File: config.mk
export PLATFORM = sky130hd
export DESIGN_NAME = button_conditioner
export DESIGN_NICKNAME = d
export VERILOG_FILES = /design/src/rtl/button_conditioner.sv
export SDC_FILE = /design/constraint.sdc
export NUM_CORES = 1
export LEC_CHECK = 0
export ABC_AREA = 1
export BUFFER_PORTS_ARGS = -buffer_cell sky130_fd_sc_hd__buf_2
export CORE_ASPECT_RATIO = 1.25
export CORE_MARGIN = 3
export CORE_UTILIZATION = 38
export CTS_BUF_LIST = sky130_fd_sc_hd__clkbuf_16
export DETAILED_ROUTE_END_ITERATION = 6
export GPL_TIMING_DRIVEN = 0
export PLACE_DENSITY = 0.64
export SLEW_MARGIN = 10
export SYNTH_ARGS = -nofsm -noshare
export SYNTH_HDL_FRONTEND = slang
export SYNTH_SLANG_ARGS = --single-unit
File: constraint.sdc
create_clock -name clocks_ref_clk_clk -period 4.1 [get_ports clocks_ref_clk_clk]
set_clock_uncertainty 0.15 [all_clocks]
set_input_delay 0.82 -clock clocks_ref_clk_clk [delete_from_list [all_inputs] [get_ports clocks_ref_clk_clk]]
set_output_delay 0.82 -clock clocks_ref_clk_clk [all_outputs]
set_load 0.05 [all_outputs]
File: src/rtl/button_conditioner.sv
// -----------------------------------------------------------------------------
// button_conditioner
//   Conditions raw, asynchronous, bouncing push-buttons before they reach the
//   button PIO. Each channel is fully independent and consists of a 2-flop
//   synchronizer, a debounce FSM, and registered one-cycle event pulses for
//   accepted press, accepted release and long press.
//
// Ports
//   clocks_ref_clk_clk      in   system reference clock (only clock)
//   clocks_ref_reset_reset  in   reset, asynchronous assert, active-high
//   key_raw                 in   raw button pins, asynchronous to the clock
//   btn_level               out  debounced state, 1 = pressed
//   btn_press               out  1-cycle pulse on accepted press
//   btn_release             out  1-cycle pulse on accepted release
//   btn_long                out  1-cycle pulse once a press has been held
//                                LONG_PRESS_CYCLES; at most once per press
// -----------------------------------------------------------------------------
module button_conditioner #(
  parameter int N_BUTTONS         = 2,
  parameter int DEBOUNCE_CYCLES   = 500000,
  parameter int LONG_PRESS_CYCLES = 50000000,
  parameter bit ACTIVE_LOW        = 1'b1
) (
  input  logic                 clocks_ref_clk_clk,
  input  logic                 clocks_ref_reset_reset,
  input  logic [N_BUTTONS-1:0] key_raw,
  output logic [N_BUTTONS-1:0] btn_level,
  output logic [N_BUTTONS-1:0] btn_press,
  output logic [N_BUTTONS-1:0] btn_release,
  output logic [N_BUTTONS-1:0] btn_long
);

  // +1 keeps the widths non-zero when DEBOUNCE_CYCLES is 1.
  localparam int DW = $clog2(DEBOUNCE_CYCLES + 1);
  localparam int LW = $clog2(LONG_PRESS_CYCLES + 1);
  localparam logic [DW-1:0] D_LAST = DW'(DEBOUNCE_CYCLES - 1);
  localparam logic [LW-1:0] L_LAST = LW'(LONG_PRESS_CYCLES - 1);
  // Raw pin level of a released button; the synchronizer resets to it.
  localparam logic RELEASED_RAW = ACTIVE_LOW;

  typedef enum logic [1:0] {
    ST_RELEASED,
    ST_DEB_PRESS,
    ST_PRESSED,
    ST_DEB_RELEASE
  } state_t;

  for (genvar gi = 0; gi < N_BUTTONS; gi++) begin : g_ch
    logic          sync1_q;
    logic          sync2_q;
    logic          sample;
    state_t        state_q, state_d;
    logic [DW-1:0] dcnt_q, dcnt_d;
    logic [LW-1:0] lcnt_q, lcnt_d;
    logic          long_done_q, long_done_d;
    logic          level_q, level_d;
    logic          press_q, press_d;
    logic          release_q, release_d;
    logic          long_q, long_d;

    // 1 = the synchronized pin currently reads "pressed".
    assign sample = sync2_q ^ ACTIVE_LOW;

    // State register: synchronizer, FSM, counters and output registers.
    always_ff @(posedge clocks_ref_clk_clk or posedge clocks_ref_reset_reset) begin
      if (clocks_ref_reset_reset) begin
        sync1_q     <= RELEASED_RAW;
        sync2_q     <= RELEASED_RAW;
        state_q     <= ST_RELEASED;
        dcnt_q      <= '0;
        lcnt_q      <= '0;
        long_done_q <= 1'b0;
        level_q     <= 1'b0;
        press_q     <= 1'b0;
        release_q   <= 1'b0;
        long_q      <= 1'b0;
      end else begin
        sync1_q     <= key_raw[gi];
        sync2_q     <= sync1_q;
        state_q     <= state_d;
        dcnt_q      <= dcnt_d;
        lcnt_q      <= lcnt_d;
        long_done_q <= long_done_d;
        level_q     <= level_d;
        press_q     <= press_d;
        release_q   <= release_d;
        long_q      <= long_d;
      end
    end

    // Next-state and counter logic.
    always_comb begin
      state_d = state_q;
      dcnt_d  = dcnt_q;
      lcnt_d  = lcnt_q;

      // The long-press timer keeps running through a release bounce so a
      // short glitch does not restart the hold time; it saturates.
      if ((state_q == ST_PRESSED || state_q == ST_DEB_RELEASE) && lcnt_q != L_LAST) begin
        lcnt_d = lcnt_q + LW'(1);
      end

      case (state_q)
        ST_RELEASED: begin
          if (sample) begin
            state_d = ST_DEB_PRESS;
            dcnt_d  = '0;
          end
        end
        ST_DEB_PRESS: begin
          if (!sample) begin
            state_d = ST_RELEASED;
          end else if (dcnt_q == D_LAST) begin
            state_d = ST_PRESSED;
            lcnt_d  = '0;
          end else begin
            dcnt_d = dcnt_q + DW'(1);
          end
        end
        ST_PRESSED: begin
          if (!sample) begin
            state_d = ST_DEB_RELEASE;
            dcnt_d  = '0;
          end
        end
        ST_DEB_RELEASE: begin
          if (sample) begin
            state_d = ST_PRESSED;
          end else if (dcnt_q == D_LAST) begin
            state_d = ST_RELEASED;
          end else begin
            dcnt_d = dcnt_q + DW'(1);
          end
        end
        default: state_d = ST_RELEASED;
      endcase
    end

    // Output logic; every output is registered, so nothing reaches the
    // ports combinationally from key_raw.
    always_comb begin
      level_d     = level_q;
      press_d     = 1'b0;
      release_d   = 1'b0;
      long_d      = 1'b0;
      long_done_d = long_done_q;

      case (state_q)
        ST_DEB_PRESS: begin
          if (sample && dcnt_q == D_LAST) begin
            level_d     = 1'b1;
            press_d     = 1'b1;
            long_done_d = 1'b0;
          end
        end
        ST_PRESSED: begin
          // Only evaluated in PRESSED: a window that expired during a
          // release bounce fires once the bounce returns here, and never
          // after the release has been accepted.
          if (lcnt_q == L_LAST && !long_done_q) begin
            long_d      = 1'b1;
            long_done_d = 1'b1;
          end
        end
        ST_DEB_RELEASE: begin
          if (!sample && dcnt_q == D_LAST) begin
            level_d   = 1'b0;
            release_d = 1'b1;
          end
        end
        default: ;
      endcase
    end

    assign btn_level[gi]   = level_q;
    assign btn_press[gi]   = press_q;
    assign btn_release[gi] = release_q;
    assign btn_long[gi]    = long_q;
  end

endmodule

==> metrics.md <==
| Metric | Value |
|---|---|
| CTS resizes | 0 |
| First-pass GRT wire length | 26600 um |
| RR Endpoint | g_ch[0].lcnt_q[16] |
| Critical path origin | g_ch[0].dcnt_q[0] |
| Hpwl dp | 11100 um |
| Total wire length | 15100 um |
| Worst Setup EP | g_ch[0].lcnt_q[16] |
| Worst R2R Start | g_ch[0].dcnt_q[0] |
| Total global routing overflow | 0 |
| I/O pin count | 12 |
| Clk slew on worst S/H paths | 0.09 ns |
| Crit path max fanout | 10 |
| Most frequent cells in the layout | 283 x nand2_1, 173 x nor2_1, 104 x dfrtp_1 |
| Worst vdd ir | 0.000196 V |
| Vias in the first global route | 5829 |
| Placed inst area | a little over 0.007 sq mm |
| Sequential Power Share | 0.412 |
| FILL cells | 1746 |
| Cells on worst reg2reg path | 9 |
| Post-synth top area share | 0.390 |
| Syn Area/Cell | 6.90 sq um |
| Die area | 0.0192 sq mm |
| Core area | 0.0170 sq mm |
| Inserted Diodes | 0 |
| CTS tree | done |
| Pins Over Slew Limit | 0 |
| Starting Density | 0.392 |
| PnR worst setup slack | 1.77 ns |
| Routed vias/inst | slightly below 5 |
| Area delta synth->final | 9.83% |
| Cell Pwr Density | 429 mW/mm^2 |
| Routed Antenna Nets | 0 |
| Final worst path period need | around 2.3 ns |
| Most common cell after layout, fill and taps aside | nand2_1 |
| Detailed-route via count | 5968 |
| Static leakage | 3.47 nW |
| CP Class | reg2reg |
| Critical path launch point type | register |
| RSZ-0062 raised after global routing | false |
| Row count | 53 |
| Hold buffers post-CTS | 0 |
| GRT Total Usage | 0.163 |
| Ys Warns | 0 |
| Residual DRC count | 0 |
| Total CTS buffers | 9 |
| Tightest Pin Transition | 0.649 ns |
| Sequential share of the synthesized area | 0.405 |
| Sw power | about 1.3 mW |
| Flop2flop setup slack | 1.77 ns |
| Design Power | 3.15 mW |
| Die width | 125 um |
| WP data required | 4.21 ns |
| Worst hold path class | reg2reg |
| Clock share of power | 0.277 |
| Internal | between 1.5 and 2 mW |
| Worst setup EP type | register |
| Logic pwr share | 0.311 |
| First-pass DRT Iterations | 5 |
| Switching share of power | 0.400 |
| Share of cells above drive strength 1 | 0.0733 |
| Hold_sp | g_ch[1].sync1_q |
| Mapped cell area | about 0.0067 sq mm |
| Synth unique cells | 36 |
| Die height | around 150 um |
| CP arrival | 2.43 ns |
| Final setup TNS | 0 ns |
| H-tree depth | 3 |
| Multi-input gate area | 0.00343 sq mm |
| Post-CTS Setup Inserts | 0 |
| Clk buf depth | 2 |
| Design area | 0.00734 sq mm |
| Number of DRC markers in iteration 0 | 375 |
| Worst-Skew Late Latency | 0.37 ns |
| Tcrit/Tclk final | 0.567 |
| Max_cap viols | 0 |
| FF+latch area | roughly 0.0027 sq mm |
| CTS sink cnt | 108 |
| Final Hold Violating Endpoints | 0 |
| Final RePlAce weighted congestion | between 0.9 and 1 |
| Register bit total from synthesis | 108 |
| Initial antenna violation count | 0 |
| Fmax | 430 MHz |
| Final setup violation count | 0 |
| Area leader, netlist | dfrtp_1 |
| Status | finished, final reports clean |
| Buffers on Ports | 11 |
| Cell count after synthesis | just under 1000 |
| Root Driver | clkbuf_16 |
| Slew Limit Headroom | 0.564 |
| Syn nets | roughly 980 |
| Largest cells by area after synthesis | dfrtp_1 39%, nand2_1 16%, nor2_1 9.7% |
| Total Nets Final | about 1000 |
| WL per Instance | roughly 12 um |
| Place WS | 1.79 ns |
| Hold slack | 0.216 ns |
| Largest net degree at the start of global routing | 84 |
==> cell type report <==
class                      count  share of cell area
clock inverter                 7             0.00938
sequential                   108               0.369
clock buffer                   9              0.0307
inverter                     107              0.0554
multi-input combinational    729               0.467
buffer                        24              0.0196
timing repair buffer          12              0.0113
tap                          220              0.0375
==> power by group through the flow <==
stage                     logic (mW)  clock network [mW]  registers (mW)
after global routing            1.12               0.942            1.32
after CTS                      0.993               0.896            1.29
final                          0.977               0.872            1.30
after global placement         0.970                   0            1.31
after detailed placement       0.990                   0            1.31
after floorplan                0.753                   0            1.28
==> layer usage <==
layer / part of all wire / global-route usage
met4: 0.019 / 0.0637
met1: 0.47 / 0.215
met2: 0.49 / 0.278
met3: 0.023 / 0.0169
met5: 0 / 0
==> cells in the mapped netlist <==
| cell | n |
|---|---|
| a21oi_1 | 22 |
| nand3_1 | 79 |
| nor3_1 | 20 |
| nor4_1 | 3 |
| nor2_1 | 173 |
| nor3b_1 | 2 |
| dfrtp_1 | 104 |
| xnor2_1 | 6 |
| dfstp_2 | 4 |
| nand2_1 | 283 |
| buf_2 | 7 |
| inv_2 | 5 |
| nand3b_1 | 2 |
| nand2_2 | 5 |
| and2_1 | 4 |
| a41oi_1 | 1 |
| inv_1 | 100 |
| o31ai_1 | 2 |
| nor2_2 | 3 |
| nor2_4 | 2 |
| a31oi_2 | 1 |
| buf_4 | 8 |
| o21ai_2 | 1 |
| xor2_1 | 30 |
| buf_6 | 2 |
| clkinv_1 | 2 |
| nand3_2 | 2 |
| ha_1 | 12 |
| clkbuf_1 | 7 |
| o21a_1 | 1 |
| nand4_1 | 23 |
| nor3_2 | 3 |
| nand2_4 | 1 |
| a31oi_1 | 1 |
| o21ai_1 | 13 |
| o21ai_0 | 34 |
==> stage by stage <==
stage	utilization	std cells
after global placement	0.411	1199
after floorplan	-	968
after detailed placement	0.413	1200
final	0.431	1216
after global routing	0.431	1216
after CTS	0.431	1216
==> state kept, by name, indices dropped and copies added (netlist names), named ones only <==
signal and count:
g_ch.dcnt_q 38, g_ch.lcnt_q 52, g_ch.level_q 2, g_ch.long_done_q 2
g_ch.long_q 2, g_ch.press_q 2, g_ch.release_q 2, g_ch.state_q 2
g_ch.sync1_q 2, g_ch.sync2_q 2
==> how the worst min path moves through the flow <==
stage,to,slack (ns),cells past startpoint
after floorplan,g_ch[0].sync2_q,0.20,0
after global placement,g_ch[1].sync2_q,0.20,0
after detailed placement,g_ch[0].sync2_q,0.21,0
after CTS,g_ch[0].sync2_q,0.22,0
after global routing,g_ch[1].sync2_q,0.22,0
final,g_ch[1].sync2_q,0.22,0
==> logic make-up (layout without fill, tap and decap cells) <==
group           Yosys count  count (layout)  synth area share
fa+ha+maj                12              12            0.0225
simple gates            605             605             0.383
flops                   108             108             0.405
xor+xnor                 36              36            0.0472
compound gates           76              76            0.0605
buf+inv                 131             159            0.0816
==> worst max-delay path, stage by stage (launching register included) <==
cell and delay, ns:
dfrtp_1 0.45, ha_1 0.32, nand3_2 0.20, nor3_2 0.30, nand2_2 0.16, nor2_4 0.16, inv_2 0.12, buf_2 0.22
nand2_1 0.09, nor2_1 0.04
(Power assumes the default switching activity.)
